**src/rtl/imem_loader_if.sv**
```systemverilog
// imem_loader_if: host byte stream, CPU fetch address and imem write port of the boot loader.
interface imem_loader_if;
   logic        start;
   logic [7:0]  rx_data;
   logic        rx_valid;
   logic        rx_ready;
   logic [5:0]  cpu_a;
   logic [5:0]  imem_a;
   logic [31:0] imem_wd;
   logic        imem_we;
   logic        cpu_reset;
   logic        busy;
   logic        done;
   logic        err;
   modport master (output start, rx_data, rx_valid, cpu_a,
                   input rx_ready, imem_a, imem_wd, imem_we, cpu_reset, busy, done, err);
   modport slave (input start, rx_data, rx_valid, cpu_a,
                  output rx_ready, imem_a, imem_wd, imem_we, cpu_reset, busy, done, err);
endinterface

```
**src/rtl/imem_loader.sv**
```systemverilog
// imem_loader: packs a byte stream into imem words while holding the CPU in reset, then hands imem to the CPU.
// Define IMEM_LOADER_CHECKSUM_EN to require a trailing checksum byte before the CPU is released.
module imem_loader #(
   parameter int NWORDS = 32
) (
   input logic         clk,
   input logic         reset,
   imem_loader_if.slave bus
);
`ifdef IMEM_LOADER_CHECKSUM_EN
   typedef enum logic [2:0] {IDLE, RECV, WRITE, CHECK, DONE, ERR} state_t;
`else
   typedef enum logic [2:0] {IDLE, RECV, WRITE, DONE} state_t;
`endif
   state_t      state, nxt;
   logic [5:0]  wcnt;
   logic [1:0]  bcnt;
   logic [31:0] shreg;
   logic [7:0]  sum;
   logic        rx_ready, imem_we, cpu_reset, busy, done, err;
   logic        fire, last, start_ok, chk_n, err_n;
   assign fire     = bus.rx_valid & rx_ready;
   assign last     = wcnt == 6'(NWORDS - 1);
   assign start_ok = bus.start & ~busy;
   always_comb begin
      nxt = state;
      case (state)
         RECV:    nxt = fire && bcnt == 2'd3 ? WRITE : RECV;
`ifdef IMEM_LOADER_CHECKSUM_EN
         WRITE:   nxt = last ? CHECK : RECV;
         CHECK:   nxt = !fire ? CHECK : 8'(sum + bus.rx_data) == 8'd0 ? DONE : ERR;
`else
         WRITE:   nxt = last ? DONE : RECV;
`endif
         default: nxt = start_ok ? RECV : state;
      endcase
   end
`ifdef IMEM_LOADER_CHECKSUM_EN
   assign chk_n = nxt == CHECK;
   assign err_n = nxt == ERR;
`else
   assign chk_n = 1'b0;
   assign err_n = 1'b0;
`endif
   // Outputs are registered from the next state so they track the state register exactly.
   always_ff @(posedge clk or posedge reset) begin
      if (reset) begin
         state     <= IDLE;
         wcnt      <= '0;
         bcnt      <= '0;
         shreg     <= '0;
         sum       <= '0;
         rx_ready  <= 1'b0;
         imem_we   <= 1'b0;
         cpu_reset <= 1'b1;
         busy      <= 1'b0;
         done      <= 1'b0;
         err       <= 1'b0;
      end else begin
         state     <= nxt;
         rx_ready  <= nxt == RECV || chk_n;
         imem_we   <= nxt == WRITE;
         busy      <= nxt == RECV || nxt == WRITE || chk_n;
         done      <= nxt == DONE;
         cpu_reset <= nxt != DONE;
         err       <= err_n;
         if (start_ok) begin
            wcnt <= '0;
            bcnt <= '0;
            sum  <= '0;
         end
         if (state == RECV && fire) begin
            shreg <= {bus.rx_data, shreg[31:8]};
            bcnt  <= bcnt + 2'd1;
            sum   <= sum + bus.rx_data;
         end
         if (state == WRITE && !last) begin
            wcnt <= wcnt + 6'd1;
            bcnt <= '0;
         end
      end
   end
   assign bus.rx_ready  = rx_ready;
   assign bus.imem_we   = imem_we;
   assign bus.imem_a    = done ? bus.cpu_a : wcnt;
   assign bus.imem_wd   = shreg;
   assign bus.cpu_reset = cpu_reset;
   assign bus.busy      = busy;
   assign bus.done      = done;
   assign bus.err       = err;
endmodule

```
**src/flat_wrapper.sv**
```systemverilog
// flat-port wrapper written by rule: the top's interface ports become plain ports
module imem_loader_flat 
#(
   parameter int NWORDS = 32
)
  (clk, reset, bus_start, bus_rx_data, bus_rx_valid, bus_cpu_a, bus_rx_ready, bus_imem_a, bus_imem_wd, bus_imem_we, bus_cpu_reset, bus_busy, bus_done, bus_err);
  imem_loader_if bus_i ();
  input logic clk;
  input logic reset;
  input wire logic [$bits(bus_i.start)-1:0] bus_start;
  input wire logic [$bits(bus_i.rx_data)-1:0] bus_rx_data;
  input wire logic [$bits(bus_i.rx_valid)-1:0] bus_rx_valid;
  input wire logic [$bits(bus_i.cpu_a)-1:0] bus_cpu_a;
  output wire logic [$bits(bus_i.rx_ready)-1:0] bus_rx_ready;
  output wire logic [$bits(bus_i.imem_a)-1:0] bus_imem_a;
  output wire logic [$bits(bus_i.imem_wd)-1:0] bus_imem_wd;
  output wire logic [$bits(bus_i.imem_we)-1:0] bus_imem_we;
  output wire logic [$bits(bus_i.cpu_reset)-1:0] bus_cpu_reset;
  output wire logic [$bits(bus_i.busy)-1:0] bus_busy;
  output wire logic [$bits(bus_i.done)-1:0] bus_done;
  output wire logic [$bits(bus_i.err)-1:0] bus_err;
  assign bus_i.start = bus_start;
  assign bus_i.rx_data = bus_rx_data;
  assign bus_i.rx_valid = bus_rx_valid;
  assign bus_i.cpu_a = bus_cpu_a;
  assign bus_rx_ready = bus_i.rx_ready;
  assign bus_imem_a = bus_i.imem_a;
  assign bus_imem_wd = bus_i.imem_wd;
  assign bus_imem_we = bus_i.imem_we;
  assign bus_cpu_reset = bus_i.cpu_reset;
  assign bus_busy = bus_i.busy;
  assign bus_done = bus_i.done;
  assign bus_err = bus_i.err;
  imem_loader #(.NWORDS(NWORDS)) u_core (.clk(clk), .reset(reset), .bus(bus_i));
endmodule
```
**config.mk**
```make
export PLATFORM = sky130hd
export DESIGN_NAME = imem_loader_flat
export DESIGN_NICKNAME = d
export VERILOG_FILES = /design/src/rtl/imem_loader_if.sv /design/src/rtl/imem_loader.sv /design/src/flat_wrapper.sv
export SDC_FILE = /design/constraint.sdc
export NUM_CORES = 1
export LEC_CHECK = 0
export BUFFER_PORTS_ARGS = -buffer_cell sky130_fd_sc_hd__buf_2
export CAP_MARGIN = 40
export CORE_MARGIN = 8
export CORE_UTILIZATION = 50
export CTS_BUF_LIST = sky130_fd_sc_hd__clkbuf_16
export DETAILED_ROUTE_END_ITERATION = 7
export GPL_TIMING_DRIVEN = 1
export PLACE_DENSITY = 0.88
export SLEW_MARGIN = 40
export SYNTH_ARGS = -nofsm -noshare
export SYNTH_HDL_FRONTEND = slang
export SYNTH_SLANG_ARGS = --single-unit
```
**constraint.sdc**
```tcl
create_clock -name clk -period 1.7 [get_ports clk]
set_input_delay 0.17 -clock clk [delete_from_list [all_inputs] [get_ports clk]]
set_output_delay 0.17 -clock clk [all_outputs]
set_load 0.02 [all_outputs]
```
## After elaboration in Yosys (flattened, before gate mapping)

Index checks and enable logic that the tools add are counted.

| operators by class | value |
|---|---|
| $add $sub $neg | 2 |
| eq/ne operators | 8 |
| muxes and demuxes | 10 |
| bitwise operators | 3 |
| reductions and logical operators | 7 |

Operators by type and width:

| kind | number |
|---|---|
| 6-bit 2-to-1 mux | 3 |
| 2-bit 2-to-1 mux | 5 |
| 3-bit by 2-bit equality test with 1-bit output, second input constant | 3 |
| 6-bit by 1-bit adder with 6-bit output, second input constant | 1 |
| 3-bit by 1-bit equality test with 1-bit output, second input constant | 2 |
| 6-bit by 5-bit equality test with 1-bit output, second input constant | 1 |
| 3-bit case mux with 2 select lines | 1 |
| 1-bit logical AND | 3 |
| 3-bit 2-to-1 mux | 1 |
| 3-bit by 2-bit inequality test with 1-bit output, second input constant | 1 |
| 3-bit nonzero test | 1 |
| 2-bit by 1-bit adder with 2-bit output, second input constant | 1 |
| 1-bit AND | 2 |
| 2-bit equality test, second input constant | 1 |
| 2-bit nonzero test | 1 |
| 1-bit logical NOT | 1 |
| 1-bit logical OR | 1 |
| 1-bit NOT | 1 |

| storage, ports and cells | value |
|---|---|
| flip-flop bits (word level) | 48 |
| bits of input ports | 18 |
| output and inout port bits | 44 |
| word-level logic and storage cells | 39 |

## Depth between registers and ports, before layout

| depth | value |
|---|---|
| depth in word-level cells | 6 |
| gate-level depth with buffers | 6 |
| mapped depth without buffers | 5 |

## Worst setup path before layout

OpenSTA, ideal clock, no wires.

| timing path | value |
|---|---|
| path kind | register to register |
| from | reg u_core.wcnt[0] |
| to | reg u_core.done, in the netlist u_core.bus.done |
| library setup time | 0.120 ns |
| arrival | 1.292 ns |
| data required time | 1.580 ns |
| path slack | 0.288 ns |
| stages on the path, launching flop included | 6 |
| buffers on the path | 0 |
| clock period less this slack | 1.412 ns |
| cell sequence | dfrtp_1 > ha_1 > nand3_1 > nor2_1 > mux2_2 > and3b_1 |

| on the way | value |
|---|---|
| longest elaborated chain between the ends | 4 |

Ends and longest elaborated chain:

| what | RTL line | source |
|---|---|---|
| from (decl) | imem_loader.sv:16 | `logic [5:0] wcnt;` |
| from (signal assigned) | imem_loader.sv:78 | `wcnt <= wcnt + 6'd1;` |
| 6-bit by 5-bit equality test with 1-bit output | imem_loader.sv:23 | `assign last = wcnt == 6'(NWORDS - 1);` |
| 2-bit 2-to-1 mux | imem_loader.sv:33 | `WRITE: nxt = last ? DONE : RECV;` |
| 3-bit case mux with 2 select lines | imem_loader.sv:27 | `case (state)` |
| 3-bit by 2-bit equality test with 1-bit output | imem_loader.sv:64 | `done <= nxt == DONE;` |
| to (signal assigned) | imem_loader.sv:57 | `done <= 1'b0;` |
| to (signal assigned) | imem_loader.sv:64 |  |
| to (decl) | imem_loader.sv:20 | `logic rx_ready, imem_we, cpu_reset, busy, done, err;` |

No other way between the ends.
A chain may end at the register's enable or synchronous reset.

## Worst setup path in the final report

Ends and elaborated chain as after synthesis.

==> impl_metrics.tcl <==
set metrics [dict create \
    p_per_area_nw_per_um2 1870 \
    synth_top_area_share_pct 57.63 \
    cts_tree "done" \
    core_area_um2 3971 \
    ys_warn_count 0 \
    nets 301 \
    critPathLaunchType "flip-flop" \
    synth.area.mux_share_pct 3.863 \
    finalSetupViolCount 0 \
    start_util_pct 51.39 \
    routabilityCongestion 0.8664 \
    grt_overflow 0 \
    finalSetupTns_ps 0 \
    cp_top_family "simple AND/OR/NAND/NOR gates" \
    p_int_mw 2.907 \
    drt_iter0_markers 67 \
    drv_slew 0 \
    wirelength_um 4623 \
    crit_type "reg2reg" \
    drive_above_1_share_pct 31.21 \
    rsz0062_at_grt "no" \
    hold_viol_final 0 \
    synth_xor_area_share_pct 0.8584 \
    skew_ps 4.333 \
    die_w_um 79.89 \
    grt_pass1_wl_um 7866 \
    hpwl_um 3387 \
    synthAdderAreaFrac_pct 1.226 \
    fin_crit_sh_pct 91.67 \
    syn_area_um2 2041 \
    syn_inst 218 \
    die_h_um 79.89 \
    path_buf_inv 0 \
    clockRootBuffer "clkbuf_16" \
    boundaryPins 62 \
    yosys.area_share.simple_pct 27.04 \
    viasPerCell 4.934 \
    pwr-share-comb_pct 38.2 \
    path_cells "ha_1, nand3_1, nor2_1, mux2_2, and3b_1" \
    cts_buffers 5 \
    timing.hold.ws_ps 75.22 \
    synth_top_family_by_area "simple AND/OR/NAND/NOR gates" \
    cp-end-kind "flip-flop" \
    status "finished clean" \
    clock_latency_ps 280 \
    port_buffers 60 \
    first_global_vias 1680 \
    syn_nets 238 \
    multi_input_area_um2 780.7 \
    die_area_um2 6382 \
    p_leak_nw 1.410 \
    first_pass_iters 4 \
    via_count 1638 \
    clock-sinks 48 \
    seq_area_frac_synth_pct 58.92 \
    yosysTopAreaCell "dfrtp_1" \
    crit_required_ps 1880 \
    seqPwrFrac_pct 38.8 \
    cpPeakStageDelay_ps 420 \
    antenna_found_initial 0 \
    synth_compound_area_share_pct 4.721 \
    grt_use_total_pct 15.52 \
    critPathMaxFanout 5 \
    grt_max_degree 35 \
    clockPowerShare_pct 23.0 \
    ant_nets 0 \
    synth_cell_types 34 \
    cts_max_level 2 \
    final_util_pct 65.28 \
    min_period_ps 1558 \
    ff_latch_area_um2 1202 \
    peakVddDrop_v 0.001014 \
    diodes 0 \
    routedWlPerCell_um 13.92 \
    yosys_register_bits 48 \
    slowest_stage "dfrtp_1" \
    netSwitchingPower_mw 1.941 \
    fp-row-count 23 \
    clk_path_buf_depth 2 \
    max-cap-violations 0 \
    drc 0 \
    min_path_type "in2reg" \
    fillers 330 \
    synth_area_leaders "dfrtp_1 (58%), nand2_1 (19%), mux2_2 (3.9%), o21ai_0 (2.2%), nand3_1 (1.7%)" \
    cp.arrival_ps 1730 \
    cts.clk_slew.worst_paths_ps 60 \
    p_sw_share_pct 40.03 \
    syn_to_final_growth_pct 27.04 \
    fmax_ghz 0.6417 \
    avgSynthCellArea_um2 9.361 \
]
## registers in the layout, summed over array words and instances (netlist names)
| name | count |
|---|---|
| u_core.bus.imem_wd | 32 |
| u_core.bcnt | 2 |
| u_core.bus.rx_ready | 1 |
| u_core.bus.cpu_reset | 1 |
| u_core.bus.done | 1 |
| u_core.state | 3 |
| u_core.bus.busy | 1 |
| u_core.bus.imem_we | 1 |
| u_core.wcnt | 6 |
## placed cells by master, fill, tap and decap left out, drive strengths merged
master / count
nand2: 101
buf: 66
dfrtp: 47
o21ai: 10
nand3: 7
mux2: 7
nor2: 5
clkbuf: 5
a21oi: 3
nor3: 3
inv: 3
nand4: 2
nand2b: 2
ha: 2
and2: 2
and4: 1
or3b: 1
nor3b: 1
a311o: 1
nor2b: 1
nand3b: 1
or2: 1
and3b: 1
xnor2: 1
o21bai: 1
a32o: 1
xor2: 1
conb: 1
clkinvlp: 1
bufinv: 1
dlygate4sd3: 1
dfstp: 1
## timing repair
item	CTS	global route
hold buffers	1	0
setup buffers	0	0
gates resized for setup	0	1
endpoints found under the hold margin	18	0
endpoints found under the setup margin	0	1
## worst paths after layout
| path | depth (start not counted) | end | start | slack [ps] |
|---|---|---|---|---|
| setup / recovery | 5 | u_core.bus.done | u_core.wcnt[0] | 140 |
| hold / removal | 3 | u_core.bus.imem_wd[29] | bus_rx_data[5] | 80 |
| setup reg to reg | 5 | u_core.bus.done | u_core.wcnt[0] | 140 |
| hold reg to reg | 2 | u_core.bus.imem_wd[0] | u_core.bus.imem_wd[0] | 480 |
| max in group asynchronous | 4 | u_core.bus.imem_wd[2] | reset | 760 |
| min in group asynchronous | 3 | u_core.bus.imem_wd[12] | reset | 460 |
## synth_stat cells
library cell,n
a21oi_1,3
a311o_1,1
a32o_1,1
and2_1,1
and2_4,1
and3b_1,1
and4_1,1
buf_2,4
buf_4,1
buf_6,1
clkbuf_1,5
conb_1,1
dfrtp_1,47
dfstp_2,1
ha_1,2
inv_1,2
mux2_2,7
nand2_1,101
nand2b_1,2
nand3_1,7
nand3b_1,1
nand4_1,2
nor2_1,5
nor2b_1,1
nor3_1,2
nor3_2,1
nor3b_2,1
o21ai_0,9
o21ai_2,1
o21bai_1,1
or2_2,1
or3b_1,1
xnor2_1,1
xor2_1,1
## kinds of logic after synthesis
kind of cell             count (synthesis)
AO/OA/AOI/OAI                           16
XOR/XNOR                                 2
adder cells (fa/ha/maj)                  2
buffers and inverters                   13
flip-flops                              48
multiplexers                             7
other                                    1
AND/OR/NAND/NOR                        129
## power groups by stage
| stage | logic (mW) | registers (mW) | clock network, mW |
|---|---|---|---|
| global placement | 1.80 | 1.89 | 0 |
| floorplan | 0.832 | 2.27 | 0 |
| detailed placement | 1.87 | 1.91 | 0 |
| global route | 2.05 | 1.95 | 1.19 |
| finish | 1.85 | 1.88 | 1.11 |
| CTS | 1.88 | 1.89 | 1.14 |
## area by class of cell
cell class / instances / area share, %
Timing Repair Buffer: 67 / 14.19
Clock buffer: 5 / 4.826
Multi-Input combinational cell: 157 / 30.12
Tap cell: 50 / 2.413
Clock inverter: 3 / 1.786
Inverter: 2 / 0.2896
Sequential cell: 48 / 46.38
## routing by layer
layer  vias to the layer above  share of wire [%]  GRT usage [%]
met5                         -                  0              0
met2                        45                 51          25.06
met4                         0               0.71          5.636
li1                        823                  -              -
met1                       768                 42          19.02
met3                         2                5.9          4.730
## worst reg2reg max path, cell delays in order, from the launching register on
cell and delay, ps:
dfrtp_1 420, ha_1 250, nand3_1 230, nor2_1 100, mux2_2 290, and3b_1 160
## through the flow
stage | cell area, µm² | worst slack, ps | std cells | power, mW
2_1_floorplan | 2041 | 288.2 | 218 | 3.106
3_3_place_gp | 2404 | 248.5 | 323 | 3.688
3_5_place_dp | 2404 | 191.4 | 323 | 3.774
4_1_cts | 2585 | 156.7 | 332 | 4.907
5_1_grt | 2592 | 42.00 | 332 | 5.198
6_report | 2592 | 141.6 | 332 | 4.848
Power figures use the tool's default switching activity.
